**src/rtl/core_mem_arbiter.sv**
```systemverilog
// Single-port memory arbiter between RV32I instruction fetch (IF) and load/store (LS).
// Optional response watchdog enabled by defining ARB_TIMEOUT_EN.
module core_mem_arbiter #(
    parameter int ADDR_W       = 32,
    parameter int DATA_W       = 32,
    parameter int STARVE_LIMIT = 4,
    parameter int TIMEOUT_CYC  = 64
) (
    input  logic                clk,
    input  logic                rst,
    input  logic                if_req,
    input  logic [ADDR_W-1:0]   if_addr,
    output logic                if_gnt,
    output logic                if_rvalid,
    output logic [DATA_W-1:0]   if_rdata,
    input  logic                ls_req,
    input  logic                ls_we,
    input  logic [ADDR_W-1:0]   ls_addr,
    input  logic [DATA_W-1:0]   ls_wdata,
    input  logic [DATA_W/8-1:0] ls_wmask,
    output logic                ls_gnt,
    output logic                ls_rvalid,
    output logic [DATA_W-1:0]   ls_rdata,
    output logic                mem_req,
    output logic                mem_we,
    output logic [ADDR_W-1:0]   mem_addr,
    output logic [DATA_W-1:0]   mem_wdata,
    output logic [DATA_W/8-1:0] mem_wmask,
    input  logic                mem_ready,
    input  logic                mem_rvalid,
    input  logic [DATA_W-1:0]   mem_rdata,
    output logic                timeout_err
);

    typedef enum logic [1:0] {IDLE, WAIT_ACC, WAIT_RSP} state_t;

    localparam logic [7:0] LIMIT = 8'(STARVE_LIMIT);

    state_t            state;
    logic              owner_ls;
    logic [7:0]        starve_cnt;
    logic [DATA_W-1:0] if_rdata_q;
    logic [DATA_W-1:0] ls_rdata_q;

    logic              take_ls;
    logic              cur_ls;
    logic              issue;
    logic              grant;
    logic              rsp;
    logic              timeout_hit;
    logic [DATA_W-1:0] rsp_data;

    // Every combinational output is qualified by rst so reset silences the port at once.
    always_comb begin
        take_ls  = ls_req && (!if_req || starve_cnt != LIMIT);
        cur_ls   = (state == IDLE) ? take_ls : owner_ls;
        issue    = rst && (((state == IDLE) && (if_req || ls_req)) || (state == WAIT_ACC));
        grant    = issue && mem_ready;
        rsp      = rst && (state == WAIT_RSP) && (mem_rvalid || timeout_hit);
        rsp_data = mem_rvalid ? mem_rdata : '0;
    end

    assign mem_req   = issue;
    assign mem_we    = issue && cur_ls && ls_we;
    assign mem_addr  = !issue ? '0 : (cur_ls ? ls_addr : if_addr);
    assign mem_wdata = (issue && cur_ls) ? ls_wdata : '0;
    assign mem_wmask = (issue && cur_ls) ? ls_wmask : '0;

    assign if_gnt    = grant && !cur_ls;
    assign ls_gnt    = grant && cur_ls;
    assign if_rvalid = rsp && !owner_ls;
    assign ls_rvalid = rsp && owner_ls;
    assign if_rdata  = !rst ? '0 : (if_rvalid ? rsp_data : if_rdata_q);
    assign ls_rdata  = !rst ? '0 : (ls_rvalid ? rsp_data : ls_rdata_q);

    always_ff @(posedge clk or negedge rst) begin
        if (!rst) begin
            state      <= IDLE;
            owner_ls   <= 1'b0;
            starve_cnt <= '0;
            if_rdata_q <= '0;
            ls_rdata_q <= '0;
        end else begin
            if (if_rvalid) if_rdata_q <= rsp_data;
            if (ls_rvalid) ls_rdata_q <= rsp_data;

            // Starvation guard only counts LS wins that actually kept IF waiting.
            if (grant) begin
                if (!cur_ls)
                    starve_cnt <= '0;
                else if (if_req && starve_cnt < LIMIT)
                    starve_cnt <= starve_cnt + 8'd1;
            end

            case (state)
                IDLE: begin
                    if (issue) begin
                        owner_ls <= take_ls;
                        state    <= mem_ready ? WAIT_RSP : WAIT_ACC;
                    end
                end
                WAIT_ACC: begin
                    if (mem_ready) state <= WAIT_RSP;
                end
                WAIT_RSP: begin
                    if (rsp) state <= IDLE;
                end
                default: state <= IDLE;
            endcase
        end
    end

`ifdef ARB_TIMEOUT_EN
    localparam int TW = $clog2(TIMEOUT_CYC + 1);

    logic [TW-1:0] to_cnt;
    logic          to_err;

    // Counter sits at zero outside WAIT_RSP, so it is cleared on every entry.
    always_ff @(posedge clk or negedge rst) begin
        if (!rst) begin
            to_cnt <= '0;
            to_err <= 1'b0;
        end else begin
            if (state != WAIT_RSP)
                to_cnt <= '0;
            else if (to_cnt != TW'(TIMEOUT_CYC))
                to_cnt <= to_cnt + 1'b1;
            if (timeout_hit && !mem_rvalid && state == WAIT_RSP)
                to_err <= 1'b1;
        end
    end

    assign timeout_hit = (state == WAIT_RSP) && (to_cnt == TW'(TIMEOUT_CYC));
    assign timeout_err = to_err;
`else
    // Watchdog compiled out; the comparison is constant false and keeps the parameter referenced.
    assign timeout_hit = (TIMEOUT_CYC < 0);
    assign timeout_err = 1'b0;
`endif

endmodule

```
**config.mk**
```make
export PLATFORM = sky130hd
export DESIGN_NAME = core_mem_arbiter
export DESIGN_NICKNAME = d
export VERILOG_FILES = /design/src/rtl/core_mem_arbiter.sv
export SDC_FILE = /design/constraint.sdc
export NUM_CORES = 1
export LEC_CHECK = 0
export CAP_MARGIN = 20
export CORE_MARGIN = 2
export CORE_UTILIZATION = 37
export CTS_CLUSTER_SIZE = 25
export DETAILED_ROUTE_END_ITERATION = 7
export GPL_TIMING_DRIVEN = 0
export PLACE_DENSITY_LB_ADDON = 0.05
export SYNTH_ARGS = -nofsm -noshare
export SYNTH_HDL_FRONTEND = slang
export SYNTH_SLANG_ARGS = --single-unit
export TNS_END_PERCENT = 30
```
**constraint.sdc**
```tcl
create_clock -name clk -period 2.5 [get_ports clk]
set_clock_uncertainty 0.05 [all_clocks]
set_input_delay 0.25 -clock clk [delete_from_list [all_inputs] [get_ports clk]]
set_output_delay 0.25 -clock clk [all_outputs]
set_load 0.02 [all_outputs]
```
**After elaboration in Yosys (flattened, before gate mapping)**

Cells that the tools add are included.

- Logic and storage cells: 54
- Bits of input ports: 139
- Register bits: 75

- Magnitude comparators: 1
- Reduce and logical (&&, ||, !) cells: 23
- Eq/ne operators: 7
- Add/subtract/negate cells: 1
- Muxes and demuxes: 17

Operators by type and width:

| operator | number |
|---|---|
| 2-to-1 mux 32 bit | 8 |
| 2-to-1 mux 8 bit | 2 |
| logical AND 1 bit | 13 |
| adder 8 x 1 -> 8 bit (second input constant) | 1 |
| < comparator 8 x 3 -> 1 bit (second input constant) | 1 |
| 2-to-1 mux 2 bit | 4 |
| inequality test 8 x 3 -> 1 bit (second input constant) | 1 |
| inequality test 2 bit (second input constant) | 3 |
| one-hot mux 2 bit (3 select lines) | 1 |
| 2-to-1 mux 4 bit | 1 |
| AND reduction 2 bit | 2 |
| zero test 1 bit | 3 |
| logical OR 1 bit | 3 |
| AND reduction 3 bit | 1 |
| == test 2 x 1 -> 1 bit (second input constant) | 1 |
| == test 2 bit (second input constant) | 1 |
| zero test 2 bit | 1 |
| inequality test 2 x 1 -> 1 bit (second input constant) | 1 |
| 2-to-1 mux 1 bit | 1 |

**Longest topological paths before layout**

- Depth after elaboration: 6
- Gate-level depth with buffers: 7
- Depth with buffers taken out: 6

**Least setup slack after synthesis**

No wires, ideal clock.

- Path kind: reg-to-output
- From: reg starve_cnt[4]
- To: out mem_addr[10]
- Required time: 2.200 ns
- Slack: 0.334 ns
- Stages on the path, launching flop included: 6
- Arrival: 1.866 ns
- Cells stage by stage: dfrtp_1 > or4_4 > o21ai_4 > buf_4 > nand3_1 > a21oi_1

- Longest elaborated chain between the ends: 6

RTL lines:

| element | line | source |
|---|---|---|
| start: declaration | 41 | `logic [7:0] starve_cnt;` |
| start signal: assignment | 92 | `starve_cnt <= starve_cnt + 8'd1;` |
| inequality test 8 x 3 -> 1 bit | 55 | `take_ls = ls_req && (!if_req \|\| starve_cnt != LIMIT);` |
| logical OR 1 bit | 55 |  |
| logical AND 1 bit | 55 |  |
| 2-to-1 mux 1 bit | 56 | `cur_ls = (state == IDLE) ? take_ls : owner_ls;` |
| 2-to-1 mux 32 bit (2 in series) | 65 | `assign mem_addr = !issue ? '0 : (cur_ls ? ls_addr : if_addr);` |
| end: declaration | 26 | `output logic [ADDR_W-1:0] mem_addr,` |

Every way passes these cells.

**Worst setup path after layout**

- From: reg state[1]
- To: out if_rdata[30]

- Longest elaborated chain between the ends: 6

RTL lines:

| element | line | source |
|---|---|---|
| start: declaration | 39 | `state_t state;` |
| start signal: assignment | 99 | `state <= mem_ready ? WAIT_RSP : WAIT_ACC;` |
| == test 2 bit | 59 | `rsp = rst && (state == WAIT_RSP) && (mem_rvalid \|\| timeout_hit);` |
| logical AND 1 bit (2 in series) | 59 |  |
| logical AND 1 bit | 71 | `assign if_rvalid = rsp && !owner_ls;` |
| 2-to-1 mux 32 bit (2 in series) | 73 | `assign if_rdata = !rst ? '0 : (if_rvalid ? rsp_data : if_rdata_q);` |
| end: declaration | 15 | `output logic [DATA_W-1:0] if_rdata,` |

Every way passes these cells.

==> impl_results.rst <==
.. list-table::
   :header-rows: 1

   * - Metric
     - Value
   * - Total DRC errors in the routed layout
     - 0
   * - Final Hold Vio Count
     - 0
   * - Remaining number of nets flagged by the antenna check after routing
     - 0
   * - Start point of the critical path
     - state[1]
   * - Routed wire length per instance
     - 17.7 microns
   * - CP arrival
     - 2.24 ns
   * - Number of max-slew violations in the final report
     - 0
   * - Maximum buffer depth of the clock tree
     - 2
   * - Max-Cap Viols
     - 0
   * - Minimum period implied by the final worst setup slack
     - 2.54 ns
   * - Avg Synthesized Cell Area
     - 10.3 sq um
   * - Data required time at the worst endpoint
     - 2.20 ns
   * - Cell area after synthesis
     - 4340 sq um
   * - Total power divided by cell area
     - 924 nW/um^2
   * - Unrepaired setup endpoints after global routing
     - yes
   * - First-pass DRT Iterations
     - 4
   * - Die span in y
     - 112 microns
   * - Number of register bits inferred by synthesis
     - 75
   * - DRT Wirelength
     - 15800 microns
   * - Run status
     - finished with violations
   * - Non-filler cells, final
     - 891
   * - Critical Path Start Type
     - flip-flop
   * - Net Sw Power
     - 2.65 mW
   * - First-pass GRT wire length
     - 24800 microns
   * - Post-synth EDFFs
     - 0
   * - Number of input and output port buffers inserted
     - 276
   * - Area fraction of the dominant cell type after synthesis
     - 43.2%
   * - Total Routing Usage GR
     - 24.5%
   * - Prevailing post-synth register cell
     - sky130_fd_sc_hd__dfrtp_1
   * - Internal power
     - 4.75 mW
   * - Maximum number of pins on one net before global-route repair
     - 42
   * - Area of the die
     - 12600 sq um
   * - Core area
     - 11400 sq um
   * - CTS tree
     - built
   * - Total grt overflow
     - 0
   * - Kind of end point of the critical path
     - output pin
   * - Clock insertion delay at the later pin of the skew report
     - 0.32 ns
   * - Source of the worst register-to-register timing path
     - state[0]
   * - Placer's final routability congestion estimate
     - 0.923
   * - Leading cell type in the layout, fill and taps excluded
     - sky130_fd_sc_hd__clkdlybuf4s50_1
   * - Ratio of routed vias to standard cells
     - 4.90
   * - Iter 0 DRT Violations
     - 230
   * - Die extent in x
     - 112 microns
   * - Synthesized net count
     - 564
   * - Total number of vias
     - 4370
   * - Clock root buffer
     - sky130_fd_sc_hd__clkbuf_16
   * - CTS Buf Count
     - 9
   * - Violated checks
     - setup timing
   * - Sequential power share
     - 25.8%
   * - Register-to-Register Setup Slack
     - 0.53 ns
   * - Critical Path Sink
     - if_rdata[30]
   * - Fraction of layout instances using a drive strength above 1
     - 45.3%
   * - Antenna violations before repair
     - 0
   * - # diodes
     - 0
   * - Number of global-route vias before repair
     - 4502
   * - Setup violation total in the final timing report
     - 12
   * - Critical-path maximum fanout
     - 4
   * - Maximum frequency from static timing analysis
     - 393 MHz
   * - Endpoint of the most critical register-to-register path
     - starve_cnt[0]
   * - Kind of critical path
     - flip-flop to output pin
   * - Period utilization
     - 102%
   * - Site row count
     - 39
   * - Top area cells in the synthesized netlist
     - sky130_fd_sc_hd__dfrtp_1 (43%), sky130_fd_sc_hd__mux2_2 (16%), sky130_fd_sc_hd__and2_1 (12%)
   * - Min-delay src
     - if_rdata_q[16]
   * - Hpwl dp
     - 11400 microns
   * - H-tree levels
     - 3
   * - Switching part of the total power
     - 35.8%
   * - Commonest non-fill, non-tap cells in the layout
     - sky130_fd_sc_hd__clkdlybuf4s50_1 (138), sky130_fd_sc_hd__dfrtp_1 (74), sky130_fd_sc_hd__buf_2 (67)
   * - Starting density of the core
     - 38.0%
   * - Final #Nets
     - 884
   * - Part of the power in combinational logic
     - 55.2%
   * - CTS Sinks
     - 75
   * - Number of cells on the worst reg-to-reg path
     - 7
   * - Synthesis Warnings
     - 0
   * - Path class of the lowest-slack min-delay path
     - flip-flop to flip-flop
   * - Post-synth top area cell
     - sky130_fd_sc_hd__dfrtp_1
   * - Layout area overhead
     - 84.4%
   * - Io pins
     - 278
   * - Cell count after synthesis
     - 423
   * - Clock group share of total power
     - 19.0%
   * - Sequential-to-total area share from yosys stat
     - 43.2%
   * - Maximum VDD drop
     - 626 uV
   * - Cell count after placement
     - 843
   * - Final setup slack of the worst path
     - -0.0431 ns
   * - Total power of the final layout
     - 7.40 mW
   * - Clock-pin slew reported for the worst setup and hold paths after clock tree synthesis
     - 0.06 ns
   * - Final-layout worst hold slack
     - 0.438 ns
   * - Proportion of register bits with asynchronous set or reset after synthesis
     - 100%
   * - Leakage power
     - 3.80 nW
   * - Count of unique library cells instantiated by Yosys
     - 39
-- critical path, stage by stage (launching register included) --
cell and delay [ns]:
sky130_fd_sc_hd__dfrtp_1 0.39, sky130_fd_sc_hd__buf_6 0.14, sky130_fd_sc_hd__and4b_1 0.18, sky130_fd_sc_hd__nor2b_4 0.13, sky130_fd_sc_hd__buf_8 0.14, sky130_fd_sc_hd__buf_8 0.12, sky130_fd_sc_hd__buf_6 0.12, sky130_fd_sc_hd__buf_6 0.12
sky130_fd_sc_hd__mux2_4 0.30, sky130_fd_sc_hd__and2_4 0.16, sky130_fd_sc_hd__buf_6 0.12
-- metrics by stage --
stage / utilization, % / TNS [ns] / cell area (sq um) / worst slack [ns]
after floorplan: - / 0 / 4340 / 0.334
after global placement: 63.8 / -756.80 / 7280 / -3.76
after detailed placement: 63.9 / -69.26 / 7300 / -0.689
after CTS: 67.7 / -1.84 / 7720 / -0.188
after global routing: 70.1 / -3.35 / 8010 / -0.102
final: 70.1 / -0.273 / 8010 / -0.0431
-- worst min path at each step --
| stage | cells after the start | slack (ns) | end |
|---|---|---|---|
| after floorplan | 0 | -0.1 | if_rdata_q[0] |
| after global placement | 1 | 0.41 | if_rdata_q[16] |
| after detailed placement | 1 | 0.18 | if_rdata_q[2] |
| after CTS | 1 | 0.43 | if_rdata_q[16] |
| after global routing | 1 | 0.45 | ls_rdata_q[1] |
| final | 1 | 0.44 | if_rdata_q[16] |
-- metal layers --
layer | vias to the layer above | track usage, % | wire length [microns]
li1 | 2089 | - | -
met1 | 2087 | 29.5 | 6280
met2 | 168 | 42.9 | 8080
met3 | 26 | 6.21 | 1070
met4 | 0 | 8.37 | 375
met5 | - | 0 | 0
-- power by group through the flow --
stage	registers [mW]	logic, mW	clock network, mW
floorplan	1.84	2.19	0
global placement	1.87	3.66	0
detailed placement	1.90	3.74	0
CTS	1.90	3.74	1.44
global route	1.97	4.36	1.49
finish	1.91	4.08	1.41
-- registers in the layout (all words and copies together) (netlist names) --
register	cells
starve_cnt	8
if_rdata_q	32
state	2
owner_ls	1
ls_rdata_q	32
-- layout make-up --
type,instances,area [sq um]
repair buffers,310,2820
inverters,7,26.3
flip-flops and latches,75,1880
well taps,143,179
plain buffers,34,304
fillers,906,3410
clock buffers,13,260
multi-input cells,306,2470
clock inverters,3,68.8
-- what timing repair did --
action                                  CTS  global route
resized for setup                       579           192
hold buffers                              5             0
gates cloned                              1             0
endpoints found under the hold margin    34             0
endpoints found under the setup margin  138           120
buffers inserted                         19             9
pin swaps                                 2            20
-- cells in the mapped netlist (all sizes together), types with 2 or more instances --
library cell,number
a21oi,35
and2,105
buf,17
clkbuf,18
dfrtp,75
ha,2
inv,7
mux2,65
nand2,4
nand3,32
nand4b,2
nor2,2
nor2b,2
nor3,2
nor3b,2
o21a,3
o21ai,36
-- cells by family after synthesis --
group                      after synthesis  share of synthesized area [%]
and+or+nand+nor                        157                           23.2
AOI/OAI and AO/OA                       81                           10.8
muxes                                   65                           16.9
adders and majority gates                2                          0.576
DFF                                     75                           43.2
buffers and inverters                   42                           5.27
other                                    1                         0.0863
Power figures use the tool's default switching activity.
